### src/rtl/nibble_writeback_if.sv
// Bundle of the nibble stream, word-control and register-file write signals
// between the serial ALU loop and the writeback block.
interface nibble_writeback_if #(
    parameter int NIBBLES    = 8,
    parameter int REG_ADDR_W = 5
);
    logic                    start;
    logic [REG_ADDR_W-1:0]   rd;
    logic                    abort;
    logic                    nib_valid;
    logic [3:0]              nib;
    logic                    carry_in;
    logic                    nib_ready;
    logic                    busy;
    logic                    wr_en;
    logic [REG_ADDR_W-1:0]   wr_addr;
    logic [4*NIBBLES-1:0]    wr_data;
    logic                    carry_flag;
    logic                    done;

    modport slave (
        input  start, rd, abort, nib_valid, nib, carry_in,
        output nib_ready, busy, wr_en, wr_addr, wr_data, carry_flag, done
    );

    modport master (
        output start, rd, abort, nib_valid, nib, carry_in,
        input  nib_ready, busy, wr_en, wr_addr, wr_data, carry_flag, done
    );
endinterface

### src/rtl/nibble_writeback.sv
// Collects LSB-first ALU result nibbles into a word and presents a single-cycle
// register-file write, suppressing the strobe for x0 and capturing the final carry.
module nibble_writeback #(
    parameter int NIBBLES    = 8,
    parameter int REG_ADDR_W = 5
) (
    input  logic           clk,
    input  logic           reset,
    nibble_writeback_if.slave bus
);

    localparam int WORD_W = 4 * NIBBLES;
    localparam int IDX_W  = (NIBBLES > 1) ? $clog2(NIBBLES) : 1;

    typedef enum logic [1:0] {
        S_IDLE,
        S_COLLECT,
        S_WRITE
    } state_t;

    state_t                state_q;
    state_t                state_d;
    logic [IDX_W-1:0]      idx_q;
    logic [WORD_W-1:0]     acc_q;
    logic [REG_ADDR_W-1:0] rd_q;
    logic [REG_ADDR_W-1:0] wr_addr_q;
    logic [WORD_W-1:0]     wr_data_q;
    logic                  carry_q;

    logic                  nib_ready_c;
    logic                  busy_c;
    logic                  wr_en_c;
    logic                  done_c;
    logic                  take_start;
    logic                  accept;
    logic                  idx_last;
    logic [WORD_W-1:0]     acc_next;

    function automatic logic [WORD_W-1:0] insert_nibble(
        input logic [WORD_W-1:0] word,
        input logic [IDX_W-1:0]  pos,
        input logic [3:0]        value
    );
        logic [WORD_W-1:0] res;
        res = word;
        for (int i = 0; i < NIBBLES; i++) begin
            if (pos == IDX_W'(i)) begin
                res[i*4 +: 4] = value;
            end
        end
        return res;
    endfunction

    // abort suppresses both a pending start and a coincident accept, so an
    // aborted last nibble never reaches the write or the carry flag.
    assign take_start = (state_q == S_IDLE) && bus.start && !bus.abort;
    assign accept     = bus.nib_valid && nib_ready_c && !bus.abort;
    assign idx_last   = (idx_q == IDX_W'(NIBBLES - 1));
    assign acc_next   = insert_nibble(acc_q, idx_q, bus.nib);

    always_ff @(posedge clk or posedge reset) begin
        if (reset) begin
            state_q <= S_IDLE;
        end else begin
            state_q <= state_d;
        end
    end

    always_comb begin
        state_d     = state_q;
        nib_ready_c = 1'b0;
        busy_c      = 1'b0;
        wr_en_c     = 1'b0;
        done_c      = 1'b0;
        case (state_q)
            S_IDLE: begin
                if (take_start) begin
                    state_d = S_COLLECT;
                end
            end
            S_COLLECT: begin
                nib_ready_c = 1'b1;
                busy_c      = 1'b1;
                if (bus.abort) begin
                    state_d = S_IDLE;
                end else if (accept && idx_last) begin
                    state_d = S_WRITE;
                end
            end
            S_WRITE: begin
                busy_c  = 1'b1;
                done_c  = 1'b1;
                wr_en_c = (rd_q != '0);
                state_d = S_IDLE;
            end
            default: begin
                state_d = S_IDLE;
            end
        endcase
    end

    // Word assembly; the write registers load on the final accept so they are
    // valid throughout WRITE and then hold while the next word is collected.
    always_ff @(posedge clk or posedge reset) begin
        if (reset) begin
            idx_q     <= '0;
            acc_q     <= '0;
            rd_q      <= '0;
            wr_addr_q <= '0;
            wr_data_q <= '0;
            carry_q   <= 1'b0;
        end else if (take_start) begin
            idx_q <= '0;
            acc_q <= '0;
            rd_q  <= bus.rd;
        end else if (accept) begin
            acc_q <= acc_next;
            if (idx_last) begin
                idx_q     <= '0;
                wr_data_q <= acc_next;
                wr_addr_q <= rd_q;
                carry_q   <= bus.carry_in;
            end else begin
                idx_q <= idx_q + 1'b1;
            end
        end
    end

    assign bus.nib_ready  = nib_ready_c;
    assign bus.busy       = busy_c;
    assign bus.wr_en      = wr_en_c;
    assign bus.done       = done_c;
    assign bus.wr_addr    = wr_addr_q;
    assign bus.wr_data    = wr_data_q;
    assign bus.carry_flag = carry_q;

    a_wr_en_single: assert property (@(posedge clk) disable iff (reset) wr_en_c |=> !wr_en_c);
    a_done_single:  assert property (@(posedge clk) disable iff (reset) done_c |=> !done_c);

endmodule

### src/flat_wrapper.sv
// flat-port wrapper written by rule: the top's interface ports become plain ports
module nibble_writeback_flat 
#(
    parameter int NIBBLES    = 8,
    parameter int REG_ADDR_W = 5
)
  (clk, reset, bus_start, bus_rd, bus_abort, bus_nib_valid, bus_nib, bus_carry_in, bus_nib_ready, bus_busy, bus_wr_en, bus_wr_addr, bus_wr_data, bus_carry_flag, bus_done);
  nibble_writeback_if #(.NIBBLES(NIBBLES), .REG_ADDR_W(REG_ADDR_W)) bus_i ();
  input  logic clk;
  input  logic reset;
  input wire logic [$bits(bus_i.start)-1:0] bus_start;
  input wire logic [$bits(bus_i.rd)-1:0] bus_rd;
  input wire logic [$bits(bus_i.abort)-1:0] bus_abort;
  input wire logic [$bits(bus_i.nib_valid)-1:0] bus_nib_valid;
  input wire logic [$bits(bus_i.nib)-1:0] bus_nib;
  input wire logic [$bits(bus_i.carry_in)-1:0] bus_carry_in;
  output wire logic [$bits(bus_i.nib_ready)-1:0] bus_nib_ready;
  output wire logic [$bits(bus_i.busy)-1:0] bus_busy;
  output wire logic [$bits(bus_i.wr_en)-1:0] bus_wr_en;
  output wire logic [$bits(bus_i.wr_addr)-1:0] bus_wr_addr;
  output wire logic [$bits(bus_i.wr_data)-1:0] bus_wr_data;
  output wire logic [$bits(bus_i.carry_flag)-1:0] bus_carry_flag;
  output wire logic [$bits(bus_i.done)-1:0] bus_done;
  assign bus_i.start = bus_start;
  assign bus_i.rd = bus_rd;
  assign bus_i.abort = bus_abort;
  assign bus_i.nib_valid = bus_nib_valid;
  assign bus_i.nib = bus_nib;
  assign bus_i.carry_in = bus_carry_in;
  assign bus_nib_ready = bus_i.nib_ready;
  assign bus_busy = bus_i.busy;
  assign bus_wr_en = bus_i.wr_en;
  assign bus_wr_addr = bus_i.wr_addr;
  assign bus_wr_data = bus_i.wr_data;
  assign bus_carry_flag = bus_i.carry_flag;
  assign bus_done = bus_i.done;
  nibble_writeback #(.NIBBLES(NIBBLES), .REG_ADDR_W(REG_ADDR_W)) u_core (.clk(clk), .reset(reset), .bus(bus_i));
endmodule
### config.mk
export PLATFORM = sky130hd
export DESIGN_NAME = nibble_writeback_flat
export DESIGN_NICKNAME = d
export VERILOG_FILES = /design/src/rtl/nibble_writeback_if.sv /design/src/rtl/nibble_writeback.sv /design/src/flat_wrapper.sv
export SDC_FILE = /design/constraint.sdc
export NUM_CORES = 1
export LEC_CHECK = 0
export ABC_AREA = 1
export CORE_MARGIN = 2
export CORE_UTILIZATION = 55
export CTS_BUF_LIST = sky130_fd_sc_hd__clkbuf_4
export CTS_CLUSTER_DIAMETER = 200
export DETAILED_ROUTE_END_ITERATION = 8
export GPL_TIMING_DRIVEN = 1
export HOLD_SLACK_MARGIN = 0.06
export PLACE_DENSITY = 0.82
export SYNTH_ARGS = -nofsm -noshare
export SYNTH_HDL_FRONTEND = slang
export SYNTH_SLANG_ARGS = --single-unit
export TNS_END_PERCENT = 100
### constraint.sdc
create_clock -name clk -period 3.2 [get_ports clk]
set_clock_uncertainty 0.15 [all_clocks]
set_input_delay 0.8 -clock clk [delete_from_list [all_inputs] [get_ports clk]]
set_output_delay 0.8 -clock clk [all_outputs]
set_load 0.03 [all_outputs]
==> impl_metrics.env <==
export IMPL_yosysSeqAreaShare=0.554
export IMPL_utilization=0.698
export IMPL_irDropWorstVdd_uv=431
export IMPL_grt_use_total=0.230
export IMPL_clockPowerShare=0.254
export IMPL_ys_types=17
export IMPL_net_switching_power_w=0.000859
export IMPL_setup_violations_final=0
export IMPL_netlist_area_um2=3430
export IMPL_die_h_um=83.0
export IMPL_core_area_um2=5990
export IMPL_synth_top_area_frac=0.554
export IMPL_dieArea_um2=6890
export IMPL_rsz0062_at_grt="false"
export IMPL_tightestPinTransition_ns=0.477
export IMPL_p_per_area_nw_per_um2=593
export IMPL_internal_power_w=0.00162
export IMPL_grt_pass1_vias=2918
export IMPL_fin_tns_setup_ns=0
export IMPL_synth_fp_nets=451
export IMPL_place_area_um2=4030
export IMPL_stdcell_area_um2=4180
export IMPL_nets=508
export IMPL_hpwl_um=4940
export IMPL_port_buffers=56
export IMPL_place_ws_ns=0.607
export IMPL_cts_setup_buffers=0
export IMPL_num_io_pins=57
export IMPL_cap_violations=0
export IMPL_antenna_found_initial=0
export IMPL_rows=28
export IMPL_area_growth_pct=21.8
export IMPL_die_x_um=83.0
export IMPL_clock_path_buffers=2
export IMPL_viasPerCell=5.10
export IMPL_max_freq_ghz=0.347
export IMPL_cp_required_ns=2.25
export IMPL_worstHoldStart="u_core.acc_q[24]"
export IMPL_first_pass_iters=4
export IMPL_crit_arrival_ns=1.93
export IMPL_routed_wire_length_per_instance_um=12.9
export IMPL_avgSynthCellArea_um2=8.06
export IMPL_wl_um=7250
export IMPL_clk_pin_slew_ns=0.11
export IMPL_slew_headroom=0.682
export IMPL_drive_gt1_frac=0.0534
export IMPL_power_frac_comb=0.266
export IMPL_switching_share=0.346
export IMPL_status="finished clean"
export IMPL_cts_resized=0
export IMPL_path_max_fanout=3
export IMPL_n_antenna_cell=0
export IMPL_yosysTopAreaCell="dfrtp_1"
export IMPL_hold_path_class="flop to flop"
export IMPL_cts_htree_levels=3
export IMPL_synth_common_cells="nand2_1 (254), dfrtp_1 (76), o21ai_0 (30), inv_1 (18), ha_1 (10)"
export IMPL_cp_end_kind="output port"
export IMPL_synth_edf_count=0
export IMPL_hold_buffers=0
export IMPL_clock_root_buffer="clkbuf_4"
export IMPL_sequentialPowerShare=0.480
export IMPL_initial_core_util=0.573
export IMPL_period_needed_ns=2.88
export IMPL_finalCritPeriodShare=0.901
export IMPL_timing_rr_start="u_core.idx_q[0]"
export IMPL_syn_inst=426
export IMPL_clock_latency_ns=0.41
export IMPL_drc=0
export IMPL_crit_path_start="u_core.state_q[0]"
export IMPL_final_max_slew_viol_count=0
export IMPL_overflow=0
export IMPL_rrSetupSlack_ns=1.31
export IMPL_leakagePower_nw=2.21
export IMPL_detail_route_antenna_nets=0
export IMPL_netlist_top_cells_area="dfrtp_1 (55%), nand2_1 (28%), o21ai_0 (4.4%)"
export IMPL_yosys_warnings=0
export IMPL_gp_congestion=0.789
export IMPL_timing_critical_path_from_type="flop"
export IMPL_cts_tree="built"
export IMPL_ys_ff_latch=76
export IMPL_async_reset_ff_frac=1.00
export IMPL_worstSetupPathType="flop to output port"
export IMPL_clkSinkCount=76
export IMPL_grt_pass1_wl_um=13000
export IMPL_drt_iter0_markers=244
export IMPL_cts_buffers=9
export IMPL_synth_most_common_cell="nand2_1"
export IMPL_vias=2865
export IMPL_synth_top_flop_cell="dfrtp_1"
export IMPL_timing_final_ws_setup_ns=0.317
export IMPL_finalHoldViolCount=0
export IMPL_grt_max_degree=39
-- cell type report --
| cell class | instances | area [µm²] |
|---|---|---|
| sequential | 76 | 1900 |
| fill | 469 | 1810 |
| timing repair buffer | 61 | 611 |
| tap | 75 | 93.8 |
| multi-input combinational | 315 | 1350 |
| clock buffer | 9 | 67.6 |
| inverter | 20 | 75.1 |
| clock inverter | 6 | 80.1 |
-- flip-flops by register name, summed over array words and instances, names as in the netlist --
name / count
u_core.bus.wr_data: 32
u_core.acc_q: 28
u_core.bus.wr_addr: 5
u_core.rd_q: 5
u_core.idx_q: 3
u_core.state_q: 2
u_core.bus.carry_flag: 1
-- cell usage in the layout, fill, tap and decap left out, types with 2 or more instances in the layout --
| master | n |
|---|---|
| nor2_1 | 5 |
| nand3_1 | 5 |
| clkdlybuf4s50_1 | 56 |
| nand2_1 | 254 |
| nor2_4 | 2 |
| inv_2 | 3 |
| o21ai_0 | 30 |
| inv_1 | 17 |
| clkinv_1 | 2 |
| ha_1 | 10 |
| dfrtp_1 | 76 |
| nand3_2 | 2 |
| clkbuf_4 | 9 |
| o21ai_1 | 5 |
| buf_4 | 4 |
| bufinv_16 | 2 |
-- cell families (layout without fill, tap and decap cells) --
family,count (synthesis),in the layout,synth area share
flip-flops,76,76,0.554
buffers and inverters,35,96,0.0518
AO/OA/AOI/OAI,35,35,0.0510
adder cells (fa/ha/maj),10,10,0.0365
AND/OR/NAND/NOR,270,270,0.307
-- layer usage --
layer | global-route usage | wire length (µm)
met1 | 0.291 | 3300
met2 | 0.402 | 3510
met5 | 0 | 0
met4 | 0.0835 | 136
met3 | 0.0348 | 308
-- final timing paths --
kind,to,depth (start not counted)
worst min register to register,u_core.acc_q[24],2
worst max register to register,u_core.bus.wr_data[19],7
worst max-delay path,bus_wr_en,5
max in group asynchronous,u_core.bus.wr_data[1],3
min in group asynchronous,u_core.bus.carry_flag,2
worst min-delay path,u_core.acc_q[24],2
-- critical path: stages (launching register included) --
cell and delay (ns):
dfrtp_1 0.42, inv_1 0.11, ha_1 0.19, o21ai_0 0.10, inv_1 0.06, clkdlybuf4s50_1 0.66
-- through the flow --
stage                     hold WS, ns  total power (W)  instances
final                           0.334          0.00248        562
after global routing            0.361          0.00264        562
after CTS                       0.337          0.00250        562
after detailed placement        0.310          0.00186        547
after global placement          0.303          0.00184        547
after floorplan                 0.292          0.00167        426
-- power groups by stage --
| stage | clock network [W] | logic, W | registers [W] |
|---|---|---|---|
| floorplan | 0 | 0.000465 | 0.00121 |
| global placement | 0 | 0.000637 | 0.00120 |
| detailed placement | 0 | 0.000658 | 0.00121 |
| CTS | 0.000642 | 0.000665 | 0.00119 |
| global route | 0.000676 | 0.000757 | 0.00121 |
| finish | 0.000629 | 0.000660 | 0.00119 |
Note: power is estimated with default switching activity, not from simulation.
